## src/rtl/display_scan_ctrl_if.sv

```systemverilog
// Bus bundle between the display scan controller and its data sources / display pins.
// The master side supplies game state and both source words; the slave side drives the display.
interface display_scan_ctrl_if;
    logic [2:0]  presente;
    logic [27:0] display_menu;
    logic [27:0] display_game;
    logic [6:0]  seg;
    logic [3:0]  an;
    logic        src_sel;
    logic        frame_tick;

    modport master (
        output presente, display_menu, display_game,
        input  seg, an, src_sel, frame_tick
    );

    modport slave (
        input  presente, display_menu, display_game,
        output seg, an, src_sel, frame_tick
    );
endinterface

```

## src/rtl/display_scan_ctrl.sv

```systemverilog
// Shared 4-digit 7-segment scanner: picks menu or game word, snapshots it once per frame,
// scans with a dead-time guard and blanks after game-state changes. Optional: DISP_DIM_PAUSE_EN.
module display_scan_ctrl #(
    parameter int SCAN_DIV     = 50000,
    parameter int GUARD_CYC    = 16,
    parameter int BLANK_FRAMES = 4,
    parameter int COMMON_ANODE = 1
) (
    input  logic                 clk,
    input  logic                 rst,
    display_scan_ctrl_if.slave   bus
);
    localparam int CNT_W   = $clog2(SCAN_DIV);
    localparam int BLANK_W = $clog2(BLANK_FRAMES + 1) + 1;

    localparam logic [2:0] ST_OFF  = 3'd0;
    localparam logic [2:0] ST_GAME = 3'd3;

    localparam logic [6:0]       SEG_OFF   = (COMMON_ANODE != 0) ? 7'h7F : 7'h00;
    localparam logic [3:0]       AN_OFF    = (COMMON_ANODE != 0) ? 4'hF : 4'h0;
    localparam logic [CNT_W-1:0] CNT_LAST  = CNT_W'(SCAN_DIV - 1);
    localparam logic [CNT_W-1:0] CNT_GUARD = CNT_W'(GUARD_CYC);
    localparam logic [CNT_W-1:0] CNT_ZERO  = {CNT_W{1'b0}};
    localparam logic [BLANK_W-1:0] BLANK_ZERO = {BLANK_W{1'b0}};

`ifdef DISP_DIM_PAUSE_EN
    localparam logic [2:0]       ST_PA       = 3'd5;
    localparam logic [CNT_W-1:0] CNT_DIM_END = CNT_W'(GUARD_CYC + SCAN_DIV / 4);
`endif

    typedef enum logic [1:0] {
        IDLE  = 2'd0,
        BLANK = 2'd1,
        SCAN  = 2'd2
    } state_t;

    // With no blanking requested, a state change goes straight to scanning.
    localparam state_t ENTRY_ST = (BLANK_FRAMES == 0) ? SCAN : BLANK;

    state_t             state_r, state_s;
    logic [CNT_W-1:0]   cnt_r, cnt_s, adv_cnt_s;
    logic [1:0]         idx_r, idx_s, adv_idx_s;
    logic [BLANK_W-1:0] blank_r, blank_s, blank_inc_s;
    logic [27:0]        snap_r, snap_s, sel_word_s;
    logic [2:0]         prev_r;
    logic [6:0]         seg_r, seg_s;
    logic [3:0]         an_r, an_s;
    logic               src_r, tick_r, tick_s;
    logic               change_s, wrap_s, frame_wrap_s, lit_s;

    function automatic logic [6:0] digit_drive(input logic [27:0] word, input logic [1:0] k);
        logic [6:0] d;
        case (k)
            2'd0:    d = word[6:0];
            2'd1:    d = word[13:7];
            2'd2:    d = word[20:14];
            default: d = word[27:21];
        endcase
        return (COMMON_ANODE != 0) ? ~d : d;
    endfunction

    // Digit 0 is the leftmost position, wired to the top anode bit.
    function automatic logic [3:0] anode_drive(input logic [1:0] k);
        logic [3:0] a;
        case (k)
            2'd0:    a = 4'b1000;
            2'd1:    a = 4'b0100;
            2'd2:    a = 4'b0010;
            default: a = 4'b0001;
        endcase
        return (COMMON_ANODE != 0) ? ~a : a;
    endfunction

    // Next-state, counters, snapshot and next output values.
    always_comb begin
        sel_word_s   = (bus.presente == ST_GAME) ? bus.display_game : bus.display_menu;
        change_s     = (bus.presente != prev_r);
        wrap_s       = (state_r != IDLE) && (cnt_r == CNT_LAST);
        frame_wrap_s = wrap_s && (idx_r == 2'd3);
        adv_cnt_s    = wrap_s ? CNT_ZERO : (cnt_r + CNT_W'(1));
        adv_idx_s    = wrap_s ? (idx_r + 2'd1) : idx_r;
        blank_inc_s  = blank_r + BLANK_W'(1);

        state_s = state_r;
        cnt_s   = cnt_r;
        idx_s   = idx_r;
        blank_s = blank_r;
        snap_s  = snap_r;
        tick_s  = 1'b0;

        // A state change restarts the frame and wins over a coincident wrap.
        if (change_s) begin
            cnt_s   = CNT_ZERO;
            idx_s   = 2'd0;
            blank_s = BLANK_ZERO;
            snap_s  = sel_word_s;
            state_s = (bus.presente == ST_OFF) ? IDLE : ENTRY_ST;
        end else begin
            case (state_r)
                IDLE: begin
                    cnt_s   = CNT_ZERO;
                    idx_s   = 2'd0;
                    blank_s = BLANK_ZERO;
                    if (bus.presente != ST_OFF) begin
                        state_s = ENTRY_ST;
                        snap_s  = sel_word_s;
                    end else begin
                        state_s = IDLE;
                    end
                end
                BLANK: begin
                    cnt_s = adv_cnt_s;
                    idx_s = adv_idx_s;
                    if (frame_wrap_s) begin
                        tick_s = 1'b1;
                        snap_s = sel_word_s;
                        if (blank_inc_s >= BLANK_W'(BLANK_FRAMES)) begin
                            state_s = SCAN;
                            blank_s = BLANK_ZERO;
                        end else begin
                            blank_s = blank_inc_s;
                        end
                    end else begin
                        blank_s = blank_r;
                    end
                end
                SCAN: begin
                    cnt_s = adv_cnt_s;
                    idx_s = adv_idx_s;
                    if (frame_wrap_s) begin
                        tick_s = 1'b1;
                        snap_s = sel_word_s;
                    end else begin
                        snap_s = snap_r;
                    end
                end
                default: begin
                    state_s = IDLE;
                    cnt_s   = CNT_ZERO;
                    idx_s   = 2'd0;
                    blank_s = BLANK_ZERO;
                end
            endcase
        end

        lit_s = (state_s == SCAN) && (cnt_s >= CNT_GUARD);
`ifdef DISP_DIM_PAUSE_EN
        if ((bus.presente == ST_PA) && (cnt_s >= CNT_DIM_END)) begin
            lit_s = 1'b0;
        end else begin
            lit_s = lit_s;
        end
`endif
        seg_s = lit_s ? digit_drive(snap_s, idx_s) : SEG_OFF;
        an_s  = lit_s ? anode_drive(idx_s) : AN_OFF;
    end

    // State, counters, snapshot and registered display outputs.
    always_ff @(posedge clk) begin
        if (rst) begin
            state_r <= IDLE;
            cnt_r   <= CNT_ZERO;
            idx_r   <= 2'd0;
            blank_r <= BLANK_ZERO;
            snap_r  <= 28'd0;
            prev_r  <= ST_OFF;
            seg_r   <= SEG_OFF;
            an_r    <= AN_OFF;
            src_r   <= 1'b0;
            tick_r  <= 1'b0;
        end else begin
            state_r <= state_s;
            cnt_r   <= cnt_s;
            idx_r   <= idx_s;
            blank_r <= blank_s;
            snap_r  <= snap_s;
            prev_r  <= bus.presente;
            seg_r   <= seg_s;
            an_r    <= an_s;
            src_r   <= (bus.presente == ST_GAME);
            tick_r  <= tick_s;
        end
    end

    assign bus.seg        = seg_r;
    assign bus.an         = an_r;
    assign bus.src_sel    = src_r;
    assign bus.frame_tick = tick_r;
endmodule

```

## src/flat_wrapper.sv

```systemverilog
// flat-port wrapper written by rule: the top's interface ports become plain ports
module display_scan_ctrl_flat 
#(
    parameter int SCAN_DIV     = 50000,
    parameter int GUARD_CYC    = 16,
    parameter int BLANK_FRAMES = 4,
    parameter int COMMON_ANODE = 1
)
  (clk, rst, bus_presente, bus_display_menu, bus_display_game, bus_seg, bus_an, bus_src_sel, bus_frame_tick);
  display_scan_ctrl_if bus_i ();
  input  logic clk;
  input  logic rst;
  input wire logic [$bits(bus_i.presente)-1:0] bus_presente;
  input wire logic [$bits(bus_i.display_menu)-1:0] bus_display_menu;
  input wire logic [$bits(bus_i.display_game)-1:0] bus_display_game;
  output wire logic [$bits(bus_i.seg)-1:0] bus_seg;
  output wire logic [$bits(bus_i.an)-1:0] bus_an;
  output wire logic [$bits(bus_i.src_sel)-1:0] bus_src_sel;
  output wire logic [$bits(bus_i.frame_tick)-1:0] bus_frame_tick;
  assign bus_i.presente = bus_presente;
  assign bus_i.display_menu = bus_display_menu;
  assign bus_i.display_game = bus_display_game;
  assign bus_seg = bus_i.seg;
  assign bus_an = bus_i.an;
  assign bus_src_sel = bus_i.src_sel;
  assign bus_frame_tick = bus_i.frame_tick;
  display_scan_ctrl #(.SCAN_DIV(SCAN_DIV), .GUARD_CYC(GUARD_CYC), .BLANK_FRAMES(BLANK_FRAMES), .COMMON_ANODE(COMMON_ANODE)) u_core (.clk(clk), .rst(rst), .bus(bus_i));
endmodule
```

## config.mk

```make
export PLATFORM = sky130hd
export DESIGN_NAME = display_scan_ctrl_flat
export DESIGN_NICKNAME = d
export VERILOG_FILES = /design/src/rtl/display_scan_ctrl_if.sv /design/src/rtl/display_scan_ctrl.sv /design/src/flat_wrapper.sv
export SDC_FILE = /design/constraint.sdc
export NUM_CORES = 1
export LEC_CHECK = 0
export ABC_CLOCK_PERIOD_IN_PS = 3300
export CELL_PAD_IN_SITES_DETAIL_PLACEMENT = 0
export CELL_PAD_IN_SITES_GLOBAL_PLACEMENT = 1
export CORE_MARGIN = 3
export CORE_UTILIZATION = 25
export DETAILED_ROUTE_END_ITERATION = 8
export PLACE_DENSITY = 0.58
export REMOVE_ABC_BUFFERS = 1
export SLEW_MARGIN = 10
export SYNTH_ARGS = -nofsm -noshare
export SYNTH_HDL_FRONTEND = slang
export SYNTH_SLANG_ARGS = --single-unit
```

## constraint.sdc

```tcl
create_clock -name clk -period 3.3 [get_ports clk]
set_input_delay 0.66 -clock clk [delete_from_list [all_inputs] [get_ports clk]]
set_output_delay 0.66 -clock clk [all_outputs]
set_load 0.1 [all_outputs]
```

# Word level (Yosys, flattened, before mapping)
# Index checks and enable logic that the tools add are counted.
# totals
mem_count,0
elab_cells,66
input_bits,61
out_inout_bits,13
latchBits,0
romBits,0
mem_bits_rw,0
reg_bits,68
# op_classes
n_addsub,3
multipliers,0
n_lt_le_gt_ge,2
muxes,23
div,0
reduce_logical,13
n_shift,0
eq_ne,10
n_bitwise,5
# ops
cell,count
$mux W28,4
$pmux W28 S2,1
$mux W16,3
$pmux W7 S3,1
$add A16 B1 Y16 const B,1
$eq A16 B16 Y1 const B,1
$ge A16 B5 Y1 const B,1
$mux W2,6
$pmux W4 S3,1
$eq A2 B2 Y1 const B,4
$mux W4,2
$pmux W4 S2,1
$not A7 Y7,1
$pmux W2 S3,1
$reduce_or A2 Y1,3
$add A4 B1 Y4 const B,1
$eq A2 B1 Y1 const B,2
$ge A4 B3 Y1 const B,1
$logic_not A2 Y1,2
$not A4 Y4,1
$eq A3 B2 Y1 const B,1
$logic_and A1 B1 Y1,3
$logic_not A3 Y1,1
$mux W1,3
8 further kinds,10

# Logic depth before layout (Yosys ltp)
# Gate-level depths: netlist of the first run.
# logic_depth
depth_word,10
mapped_depth,11
depth_no_buf,9

# Worst setup path after synthesis of the first run
# No wires, ideal clock.
# synth_timing
path_type,register -> register
from,register u_core.state_r[0]
to,"register u_core.seg_r[0], in the netlist u_core.bus.seg[0]"
setup_slack_ps,634
required_ps,3183
arrival_ps,2549
path_buffers,0
setup_time_ps,117
synth_period_minus_slack_ps,2666
path_stages_with_launch,9
path_cell_list,dfxtp_1 > inv_1 > ha_1 > nand3b_1 > or3_1 > or3_1 > a21oi_4 > mux4_2 > nand2b_1
# synth_via
elab_chain_cells,10
elab_cells_between_ends,30
classes_between,order compare: 1; eq/ne: 5; mux: 14; bitwise: 2; reduce/logical: 8
# synth_lines
element,line,text
start: declaration,display_scan_ctrl.sv:40,"state_t state_r, state_s;"
start signal: assignment,display_scan_ctrl.sv:172,state_r <= state_s;
"parallel branches: the longest is 10 deep, another holds $ge A16 B5 Y1",n/a,
end signal: assignment,display_scan_ctrl.sv:178,seg_r <= seg_s;
end: declaration,display_scan_ctrl.sv:46,"logic [6:0] seg_r, seg_s;"
# Parallel ways; which one is timed is not known.
# A chain may end at the register's enable or synchronous reset.

# Final worst setup path of the first run
# layout_timing
from,register u_core.state_r[1]
to,"register u_core.seg_r[3], in the netlist u_core.bus.seg[3]"
# The elaborated chain is that of the path after synthesis.

==> impl_metrics.yaml, run 1 <==
outcome:
  status: "finished clean"
power_and_ir_drop:
  power.internal_mw: 1.60
  p_leak_nw: 1.88
  peakVddDrop_mv: 0.241
  p_total_mw: 2.09
  clkPwrFrac: 0.454
  pwr_density_cell_nw_per_um2: 432
  p_switching_mw: 0.480
  sequentialPowerShare: 0.416
  swShare: 0.230
  pwr-share-comb: 0.130
timing:
  setup_violations: 0
  holdWs_ns: 0.456
  slew_headroom: 0.620
  tightestPinTransition_ns: 0.569
  setup_slack_ns: 0.290
  min_period_ns: 3.01
  hold_violations: 0
  tns_ns: 0
  slew_violations: 0
  final.period_utilization: 0.912
  fmax_mhz: 332
  clock_skew_ns: 0.00847
  rsz0062_at_grt: "false"
synth:
  synth_compound_area_frac: 0.162
  muxShareOfSynthArea: 0.111
  synth.top_cell.area_share: 0.382
  yosys.cell_types.count: 53
  synth_top_area_cell: "dfxtp_1"
  syn-cell-area_um2: 3560
  synth.most_common_cell: "nor2_1"
  synth_cells: 407
  ys_ff_latch: 68
  ys.warnings.count: 0
  synth-main-ff-cell: "dfxtp_1"
  syn_area_per_cell_um2: 8.75
  synth_fa_ha_area_frac: 0.0246
  ys_async_sr_fraction: 0
  synth_xor_area_frac: 0.0516
  yosys-top-cells-count: "73 x nor2_1, 68 x dfxtp_1, 23 x a21oi_1"
  synth_edf_count: 0
  synth_top_family_by_area: "simple AND/OR/NAND/NOR gates"
  synthSimpleGateAreaFrac: 0.230
  ys_seq_area_frac: 0.382
  yosys-top-cells-area: "dfxtp_1 38%, nor2_1 7.7%, mux2i_1 4.8%, mux2_2 3.8%, xnor2_1 3.4%"
final_layout:
  num-fill-cells: 1432
  multi_input_area_um2: 2060
  fin_area_um2: 4820
  seq_area_um2: 1360
  postLayoutCoreUtil: 0.354
  antenna_cells: 0
  drive_gt1_frac: 0.146
  finalNetCount: 556
  area_growth_pct: 35.4
  stdcell_count: 668
clock_tree:
  numCtsBuffers: 9
  cts.clk_slew.worst_paths_ns: 0.05
  cts_setup_buffers: 0
  insertion_delay_ns: 0.34
  clk_path_buf_depth: 2
  h-tree-depth: 3
  cts_hold_buf: 0
  ctsResizeCount: 0
  cts_num_sinks: 68
  cts_root_buffer: "clkbuf_16"
  cts_tree: "done"
drt:
  drtIter0Drc: 135
  via_per_inst: 4.85
  wl_um: 9950
  vias: 3240
  wl_per_cell_um: 14.9
  drtPass1Iterations: 4
  drc: 0
  drtAntennaViolNets: 0
grt:
  grt_max_degree: 30
  grtUsageTotal: 0.130
  grt_pass1_wl_um: 16400
  gr-total-overflow: 0
  antenna_found_initial: 0
  first_global_vias: 3231
setup_path:
  start_kind: "flop"
  arrival_ns: 3.23
  crit_slowest_cell: "or3_1"
  slowest_delay_ns: 0.49
  timing.critical_path.cells: "inv_1, ha_1, nand3b_1, or3_1, o21a_1, o21ai_2, a221oi_1, mux4_2, nand2b_1"
  path_max_fanout: 9
  crit_required_ns: 3.52
  criticalPathCategory: "flop to flop"
  endpoint_kind: "flop"
die:
  num_io_pins: 74
  die_w_um: 125
  rows: 42
  die_h_um: 125
  die_area_um2: 15700
  fp.coreArea_um2: 13600
  start_util: 0.262
placement:
  place_inst: 653
  gp_congestion: 0.788
  place_area_um2: 4540
  place_ws_ns: 0.0426
  port_buffers: 73
  hpwlAfterDp_um: 7440
job:
  cap_violations: 0
worst_hold_path:
  hp-class: "flop to flop"
==> cells by family (layout without fill, tap and decap cells) <==
group | after synthesis | after routing
buffers and inverters | 29 | 114
flip-flops | 68 | 68
AO/OA/AOI/OAI | 81 | 81
adder cells (fa/ha/maj) | 7 | 7
XOR/XNOR | 21 | 21
AND/OR/NAND/NOR | 168 | 168
multiplexers | 33 | 33
==> state kept, by name, indices dropped and copies added, names as in the netlist <==
signal / flops
u_core.snap_r: 28
u_core.cnt_r: 16
u_core.bus.seg: 7
u_core.blank_r: 4
u_core.bus.an: 4
u_core.prev_r: 3
u_core.idx_r: 2
u_core.state_r: 2
u_core.bus.frame_tick: 1
u_core.bus.src_sel: 1
==> placed cells by master (no fill, tap or decap), types with 9 or more instances in the layout <==
master | Yosys | layout
nand2_1 | 19 | 19
xnor2_1 | 14 | 14
nor2_1 | 73 | 73
dfxtp_1 | 68 | 68
a221oi_1 | 12 | 12
clkbuf_16 | 0 | 9
and3_1 | 16 | 16
mux2_2 | 12 | 12
a21oi_1 | 23 | 23
mux2i_1 | 17 | 17
buf_4 | 2 | 31
clkdlybuf4s50_1 | 0 | 60
nand3_1 | 11 | 11
==> worst max-delay path, delay by kind of cell (launching register included) <==
| family | cells | cell delay [ns] |
|---|---|---|
| fa+ha+maj | 1 | 0.24 |
| buf+inv | 1 | 0.08 |
| flops | 1 | 0.39 |
| simple gates | 3 | 0.85 |
| compound gates | 3 | 0.83 |
| mux | 1 | 0.49 |
==> cell type report <==
class / instances / area share
Multi-Input combinational cell: 310 / 0.427
Sequential cell: 68 / 0.282
Timing Repair Buffer: 93 / 0.181
Clock buffer: 13 / 0.0519
Tap cell: 176 / 0.0456
Clock inverter: 2 / 0.00726
Inverter: 6 / 0.00467
==> routing by layer <==
layer,track usage,vias up,part of all wire
li1,-,1630,-
met1,0.170,1519,0.47
met2,0.208,86,0.46
met3,0.0456,5,0.064
met4,0.0306,0,0.0066
met5,0,-,0
==> power groups by stage <==
stage          clock [mW]  sequential [mW]  combinational [mW]
2_1_floorplan           0            0.883               0.137
3_3_place_gp            0            0.884               0.271
3_5_place_dp            0            0.884               0.273
4_1_cts             0.977            0.867               0.275
5_1_grt              1.01            0.870               0.302
6_report            0.948            0.867               0.270
==> path summary, 6_finish.rpt <==
path	from	end	slack (ns)	cells after the start
worst min register to register	u_core.cnt_r[0]	u_core.cnt_r[0]	0.46	1
worst max register to register	u_core.state_r[1]	u_core.bus.seg[3]	0.29	9
worst max-delay path	u_core.state_r[1]	u_core.bus.seg[3]	0.29	9
worst min-delay path	u_core.cnt_r[0]	u_core.cnt_r[0]	0.46	1
Note: power is estimated with default switching activity, not from simulation.
==> run 2, diff against run 1 <==
ABC_CLOCK_PERIOD_IN_PS = not set   (was 3300)
CORE_UTILIZATION = 38   (was 25)
PLACE_DENSITY = 0.81   (was 0.58)
clock period = 3.26 ns   (was 3.3 ns; I/O delays follow)
==> run 2 against run 1 <==
Total power decreased by 8.5%. Final cell count decreased by 11%. Global-route usage increased by 4.7 points. Sequential power increased by 1%. Setup slack got worse by 0.016 ns. Count of clock-buffer cells in the layout decreased by 3. Die area decreased by 33%. Worst hold slack improved by 0.017 ns. Utilization increased by 17 points. Via count decreased by 0.74%. Design area decreased by 3.4%. Critical endpoint unchanged.
==> impl_metrics.yaml, run 2 (synthesis results as in run 1) <==
die:
  die_w_um: 103
  die_h_um: 103
  num_io_pins: 74
  die_area_um2: 10600
  rows: 34
  fp.coreArea_um2: 8930
  start_util: 0.399
final_layout:
  top_register: "u_core.snap_r"
  finalNetCount: 552
  mostFrequentLayoutCell: "nor2_1"
  area_growth_pct: 30.8
  antenna_cells: 0
  final_cell_mix: "73 x nor2_1, 68 x dfxtp_1, 60 x clkdlybuf4s50_1, 26 x buf_4, 23 x a21oi_1"
  drive_gt1_frac: 0.145
  largest_reg_flops: 28
setup_path:
  criticalPathCategory: "flop to flop"
  arrival_ns: 3.21
  endpoint_kind: "flop"
  cp_top_family: "compound AO/OA/AOI/OAI gates"
  slowest_delay_ns: 0.48
  path_max_fanout: 13
  timing.critical_path.cells: "inv_1, ha_1, nand3b_1, or3_1, o21a_1, o21ai_4, a221oi_1, mux4_2, nand2b_1"
  crit_slowest_cell: "mux4_2"
  crit_required_ns: 3.49
  path_buf_inv: 1
  start_kind: "flop"
worst_hold_path:
  hp-class: "flop to flop"
power_and_ir_drop:
  p_leak_nw: 1.83
  pwr_density_cell_nw_per_um2: 409
  p_total_mw: 1.91
  peakVddDrop_mv: 0.269
drt:
  drtAntennaViolNets: 0
  drc: 0
  drtPass1Iterations: 4
  via_per_inst: 5.39
  drtIter0Drc: 173
  wl_per_cell_um: 15.1
  wl_um: 9030
  vias: 3216
timing:
  tightestPinTransition_ns: 0.605
  rsz0062_at_grt: "false"
  fmax_mhz: 335
  slew_violations: 0
  min_period_ns: 2.99
  setup_violations: 0
  tns_ns: 0
  final.period_utilization: 0.916
  slew_headroom: 0.593
  hold_violations: 0
  clock_skew_ns: 0.00727
grt:
  grt_pass1_wl_um: 14800
  gr-total-overflow: 0
  grtUsageTotal: 0.178
  grt_max_degree: 30
  first_global_vias: 3054
  antenna_found_initial: 0
clock_tree:
  cts_setup_buffers: 0
  cts_tree: "done"
  cts_root_buffer: "clkbuf_8"
  cts.clk_slew.worst_paths_ns: 0.08
  h-tree-depth: 3
  numCtsBuffers: 9
  cts_num_sinks: 68
  clk_path_buf_depth: 2
  insertion_delay_ns: 0.34
job:
  cap_violations: 0
placement:
  hpwlAfterDp_um: 6750
  gp_congestion: 0.840
  port_buffers: 73
outcome:
  status: "finished clean"
## run 2: cell count changes in the layout (fill, tap and decap cells not counted), sizes merged
cell      before  now
bufinv         1    2
clkinvlp       0    2
buf           33   29
clkinv         1    2
clkbuf        13   10
## run 2: report_power, final
| part | leakage, nW | switching (mW) | total (mW) | internal [mW] |
|---|---|---|---|---|
| Combinational | 1.17 | 0.121 | 0.269 | 0.149 |
| Sequential | 0.557 | 0.0139 | 0.877 | 0.863 |
| Clock | 0.102 | 0.331 | 0.762 | 0.431 |
## run 2: worst register-to-register path, cell delays in order (launching register included)
cell	delay [ns]
dfxtp_1	0.37
inv_1	0.10
ha_1	0.25
nand3b_1	0.21
or3_1	0.47
o21a_1	0.30
o21ai_4	0.38
a221oi_1	0.17
mux4_2	0.48
nand2b_1	0.15
## run 2: worst paths after layout
kind                                        start                end  slack, ns  depth (start not counted)
worst min register to register    u_core.cnt_r[0]    u_core.cnt_r[0]       0.47                          1
worst min-delay path              u_core.cnt_r[0]    u_core.cnt_r[0]       0.47                          1
worst max-delay path            u_core.state_r[0]  u_core.bus.seg[3]       0.27                          9
worst max register to register  u_core.state_r[0]  u_core.bus.seg[3]       0.27                          9
## run 2: layout make-up
| cell class | count | area, µm² |
|---|---|---|
| Inverter | 6 | 22.5 |
| Fill cell | 839 | 4270 |
| Sequential cell | 68 | 1360 |
| Tap cell | 108 | 135 |
| Multi-Input combinational cell | 310 | 2070 |
| Clock inverter | 6 | 88.8 |
| Clock buffer | 10 | 128 |
| Timing Repair Buffer | 89 | 856 |
## run 2: routing by layer
metal | global-route usage | up-vias | share of wire
li1 | - | 1627 | -
met1 | 0.257 | 1476 | 0.48
met2 | 0.257 | 105 | 0.44
met3 | 0.0372 | 8 | 0.068
met4 | 0.0707 | 0 | 0.011
met5 | 0 | - | 0
## run 2: metrics by stage
step / cells / instance area (µm²) / setup slack [ns] / hold slack, ns / utilization
2_1_floorplan: 384 / 3450 / 0.304 / 0.430 / -
3_3_place_gp: 581 / 4440 / 0.192 / 0.450 / 0.497
3_5_place_dp: 581 / 4440 / 0.116 / 0.457 / 0.497
4_1_cts: 597 / 4650 / 0.0940 / 0.474 / 0.521
5_1_grt: 597 / 4660 / 0.0734 / 0.493 / 0.522
6_report: 597 / 4660 / 0.274 / 0.473 / 0.522
## run 2: repair_timing
action,4_1_cts,5_1_grt
hold buffers,0,0
resized for setup,0,1
endpoints found under the setup margin,0,4
==> run 3, diff against run 2 <==
PLACE_DENSITY = not set   (was 0.81)
PLACE_DENSITY_LB_ADDON = 0.1   (was not set)
==> run 3 against run 2 <==
Non-clock buffer count up 5. Die area unchanged. Final cell count up 0.84%. Setup slack worse by 0.032 ns. Critical path depth unchanged. Via count up 0.62%. Largest cell class unchanged. Highest routed layer unchanged.
==> impl_metrics.yaml, run 3 (synthesis results as in run 1) <==
power_and_ir_drop:
  p_leak_nw: 1.85
  p_total_mw: 1.80
  p_switching_mw: 0.444
  swShare: 0.247
  sequentialPowerShare: 0.487
  pwr_density_cell_nw_per_um2: 386
  pwr-share-comb: 0.152
  power.internal_mw: 1.35
  peakVddDrop_mv: 0.211
  clkPwrFrac: 0.361
placement:
  place_area_um2: 4470
  hpwlAfterDp_um: 6730
  gp_congestion: 0.855
  port_buffers: 73
final_layout:
  multi_input_area_um2: 2070
  top_register: "u_core.snap_r"
  largest_reg_flops: 28
  drive_gt1_frac: 0.150
  fin_area_um2: 4660
  area_growth_pct: 30.9
  mostFrequentLayoutCell: "nor2_1"
  seq_area_um2: 1360
  antenna_cells: 0
  postLayoutCoreUtil: 0.522
  num-fill-cells: 886
  finalNetCount: 557
  final_cell_mix: "73 x nor2_1, 68 x dfxtp_1, 60 x clkdlybuf4s50_1, 31 x buf_4, 23 x a21oi_1"
setup_path:
  criticalPathCategory: "flop to flop"
  timing.critical_path.cells: "inv_1, ha_1, nand3b_1, or3_1, o21a_1, o21ai_4, a221oi_1, mux4_2, nand2b_1"
  crit_slowest_cell: "or3_1"
  path_buf_inv: 1
  endpoint_kind: "flop"
  slowest_delay_ns: 0.48
  path_max_fanout: 13
  crit_required_ns: 3.49
  arrival_ns: 3.24
  cp_top_family: "compound AO/OA/AOI/OAI gates"
  start_kind: "flop"
drt:
  drtPass1Iterations: 4
  drc: 0
  drtAntennaViolNets: 0
  wl_um: 9210
  vias: 3236
  wl_per_cell_um: 15.3
  drtIter0Drc: 153
  via_per_inst: 5.38
die:
  die_w_um: 103
  rows: 34
  fp.coreArea_um2: 8930
  die_area_um2: 10600
  num_io_pins: 74
  die_h_um: 103
  start_util: 0.399
clock_tree:
  numCtsBuffers: 9
  cts.clk_slew.worst_paths_ns: 0.07
  insertion_delay_ns: 0.35
  cts_setup_buffers: 0
  cts_root_buffer: "clkbuf_8"
  h-tree-depth: 3
  cts_tree: "done"
  clk_path_buf_depth: 2
  cts_num_sinks: 68
grt:
  grt_pass1_wl_um: 15400
  use_met3: 0.0501
  antenna_found_initial: 0
  grtUsageTotal: 0.186
  use_met2: 0.309
  grt_max_degree: 31
  busiest_layer: "met2"
  gr-total-overflow: 0
  first_global_vias: 3207
  grt_use_met1: 0.239
outcome:
  status: "finished clean"
timing:
  tns_ns: 0
  tightestPinTransition_ns: 0.552
  setup_violations: 0
  clock_skew_ns: 0.0118
  hold_violations: 0
  slew_violations: 0
  fmax_mhz: 331
  holdWs_ns: 0.469
  rsz0062_at_grt: "false"
  slew_headroom: 0.631
  final.period_utilization: 0.926
  min_period_ns: 3.02
worst_hold_path:
  hp-class: "flop to flop"
job:
  cap_violations: 0
==> run 3: worst reg2reg max path, stage by stage, from the launching register on <==
cell and delay [ns]:
dfxtp_1 0.37, inv_1 0.10, ha_1 0.24, nand3b_1 0.21, or3_1 0.48, o21a_1 0.30
o21ai_4 0.40, a221oi_1 0.18, mux4_2 0.48, nand2b_1 0.15
==> run 3: layout make-up <==
cell class / count / share of cell area
repair buffers: 94 / 0.192
inverters: 6 / 0.00483
flip-flops and latches: 68 / 0.292
clock buffers: 15 / 0.0378
clock inverters: 1 / 0.00107
well taps: 108 / 0.0290
multi-input cells: 310 / 0.444
==> run 3: per-layer routing <==
| metal | part of all wire | vias up |
|---|---|---|
| li1 | - | 1631 |
| met1 | 0.45 | 1524 |
| met2 | 0.48 | 71 |
| met3 | 0.048 | 10 |
| met4 | 0.013 | 0 |
| met5 | 0 | - |
==> run 3: path summary, 6_finish.rpt <==
kind	cells after the start	start	endpoint	slack, ns
worst min-delay path	1	u_core.cnt_r[0]	u_core.cnt_r[0]	0.47
worst max-delay path	9	u_core.state_r[0]	u_core.bus.seg[1]	0.24
worst max register to register	9	u_core.state_r[0]	u_core.bus.seg[1]	0.24
worst min register to register	1	u_core.cnt_r[0]	u_core.cnt_r[0]	0.47
==> run 3: power by group through the flow <==
stage | clock (mW) | combinational, mW | sequential, mW
after floorplan | 0 | 0.139 | 0.894
after global placement | 0 | 0.269 | 0.894
after detailed placement | 0 | 0.274 | 0.895
after CTS | 0.668 | 0.274 | 0.876
after global routing | 0.710 | 0.305 | 0.879
final | 0.649 | 0.273 | 0.876
==> run 3: metrics by stage <==
step	worst slack, ns	instances
floorplan	0.304	384
global placement	0.180	586
detailed placement	0.0972	586
CTS	0.0770	602
global route	0.0639	602
finish	0.242	602
==> run 3: repair_timing <==
action,4_1_cts,5_1_grt
resized for setup,0,1
hold buffers,0,0
endpoints found under the setup margin,0,4
==> edit: new RTL, flow settings as in run 1 <==
`GUARD_CYC` is set to 16 in 2 places; all go to 12.
--- a/src/rtl/display_scan_ctrl.sv
+++ b/src/rtl/display_scan_ctrl.sv
@@ -3,5 +3,5 @@
 module display_scan_ctrl #(
     parameter int SCAN_DIV     = 50000,
-    parameter int GUARD_CYC    = 16,
+    parameter int GUARD_CYC    = 12,
     parameter int BLANK_FRAMES = 4,
     parameter int COMMON_ANODE = 1
--- a/src/flat_wrapper.sv
+++ b/src/flat_wrapper.sv
@@ -3,5 +3,5 @@
 #(
     parameter int SCAN_DIV     = 50000,
-    parameter int GUARD_CYC    = 16,
+    parameter int GUARD_CYC    = 12,
     parameter int BLANK_FRAMES = 4,
     parameter int COMMON_ANODE = 1
Behaviour: same outputs for any inputs over 10 cycles, from zero or initial values and one cycle with rst high; that may be too few to reach the edited logic, so the function may still have changed.
==> edit against run 1 <==
  * Routed wire length increased by 19%
  * Setup slack improved by 0.058 ns
  * Final area increased by 8.0%
  * Sequential cell count unchanged
  * Power increased by 1.5%
  * Global-route usage increased by 1.2 points
  * Synthesized area increased by 9.2%
  * Critical path type unchanged
  * Critical endpoint is now u_core.bus.seg[4]
  * Largest power group unchanged
==> edit: results (changes against run 1) <==
Yosys
  • Yosys cell types: 62 (+17%)
  • Mux contribution to synthesized area: 7.14% (-4.0 points)
  • Sequential element share of the synthesized area: 35.0% (-3.2 points)
  • Synth cell count leaders: nor2_1, dfxtp_1, a21oi_1, nand2_1, mux2i_1
  • Compound-Gate Fraction of Synth Area: 21.1% (+5.0 points)

Place
  • GPL Wtd Cong: 0.808 (+2.5%)
  • Placed Area: 4910 µm² (+8.2%)
  • Final HPWL DP: 8850 µm (+19%)
  • Post-place setup slack: 0.0776 ns (+0.0350 ns)

Final layout
  • Post-route insts no fill: 755 (+13%)
  • Share of layout cells above drive strength 1: 12.1% (-2.6 points)
  • Layout Nets: 634 (+14%)
  • Filler cell count: 1572 (+9.8%)

Critical path
  • Critical path's largest stage delay: 0.69 ns (+0.20 ns)
  • Slowest-stage cell, CP: o21ai_0
  • Critical path arrival: 3.15 ns (-0.08 ns)
  • R2R Setup Slk: 0.35 ns (+0.06 ns)
  • Delay-heaviest family, CP: compound AO/OA/AOI/OAI gates

Drt
  • Final wirelength: 11800 µm (+19%)
  • 1st-iter DRT viols: 229 (+70%)
  • Vias: 3726 (+15%)
  • Drt first pass iters: 7 (+3)

Power and ir drop
  • Worst IR drop on VDD: 0.200 mV (-17%)
  • Switching Power: 550 µW (+14%)

Timing
  • Worst Max-Slew Pin Slew: 0.848 ns (+0.280 ns)
  • Clk_skew: 0.00888 ns (+0.000409 ns)

GRT
  • Largest net degree at the start of global routing: 37 (+23%)
  • First-pass GRT wire length: 18900 µm (+15%)
  • Global Route Usage Sum: 14.2% (+1.2 points)

Status
  • Outcome: complete, no violations
[edit: worst max path at each step]
| stage | from | to | slack [ns] | depth (start not counted) |
|---|---|---|---|---|
| after floorplan | bus_presente[0] | u_core.bus.seg[6] | 0.22 | 7 |
| after global placement | bus_presente[1] | u_core.bus.seg[2] | 0.10 | 10 |
| after detailed placement | bus_presente[1] | u_core.bus.seg[2] | 0.08 | 10 |
| after CTS | u_core.state_r[0] | u_core.bus.seg[4] | 0.37 | 9 |
| after global routing | u_core.state_r[0] | u_core.bus.seg[6] | 0.05 | 9 |
| final | u_core.state_r[0] | u_core.bus.seg[4] | 0.35 | 9 |
[edit: power by group through the flow]
| stage | clock, mW | sequential, mW | combinational [mW] |
|---|---|---|---|
| floorplan | 0 | 0.885 | 0.170 |
| global placement | 0 | 0.886 | 0.325 |
| detailed placement | 0 | 0.886 | 0.327 |
| CTS | 0.954 | 0.868 | 0.329 |
| global route | 0.986 | 0.872 | 0.364 |
| finish | 0.922 | 0.869 | 0.326 |
[edit: cells by family (layout without fill, tap and decap cells)]
kind of cell | Yosys count | count (layout)
xor+xnor | 24 | 24
simple gates | 195 | 195
mux | 27 | 27
fa+ha+maj | 7 | 7
flops | 68 | 68
buf+inv | 45 | 129
compound gates | 121 | 121
[edit: cell type report]
class	instances	area [µm²]	share of cell area, %
tap	184	230	4.42
clock inverter	5	36.3	0.696
multi-input combinational	374	2340	45.0
clock buffer	11	253	4.85
timing repair buffer	96	921	17.7
inverter	17	63.8	1.22
sequential	68	1360	26.1
[edit: layer usage]
metal / up-vias / track usage [%] / share of wire (%) / routed length [µm]
li1: 1916 / - / - / -
met3: 9 / 2.40 / 4.1 / 483
met1: 1726 / 20.8 / 50 / 5920
met2: 75 / 21.3 / 45 / 5290
met4: 0 / 4.36 / 1.1 / 125
met5: - / 0 / 0 / 0
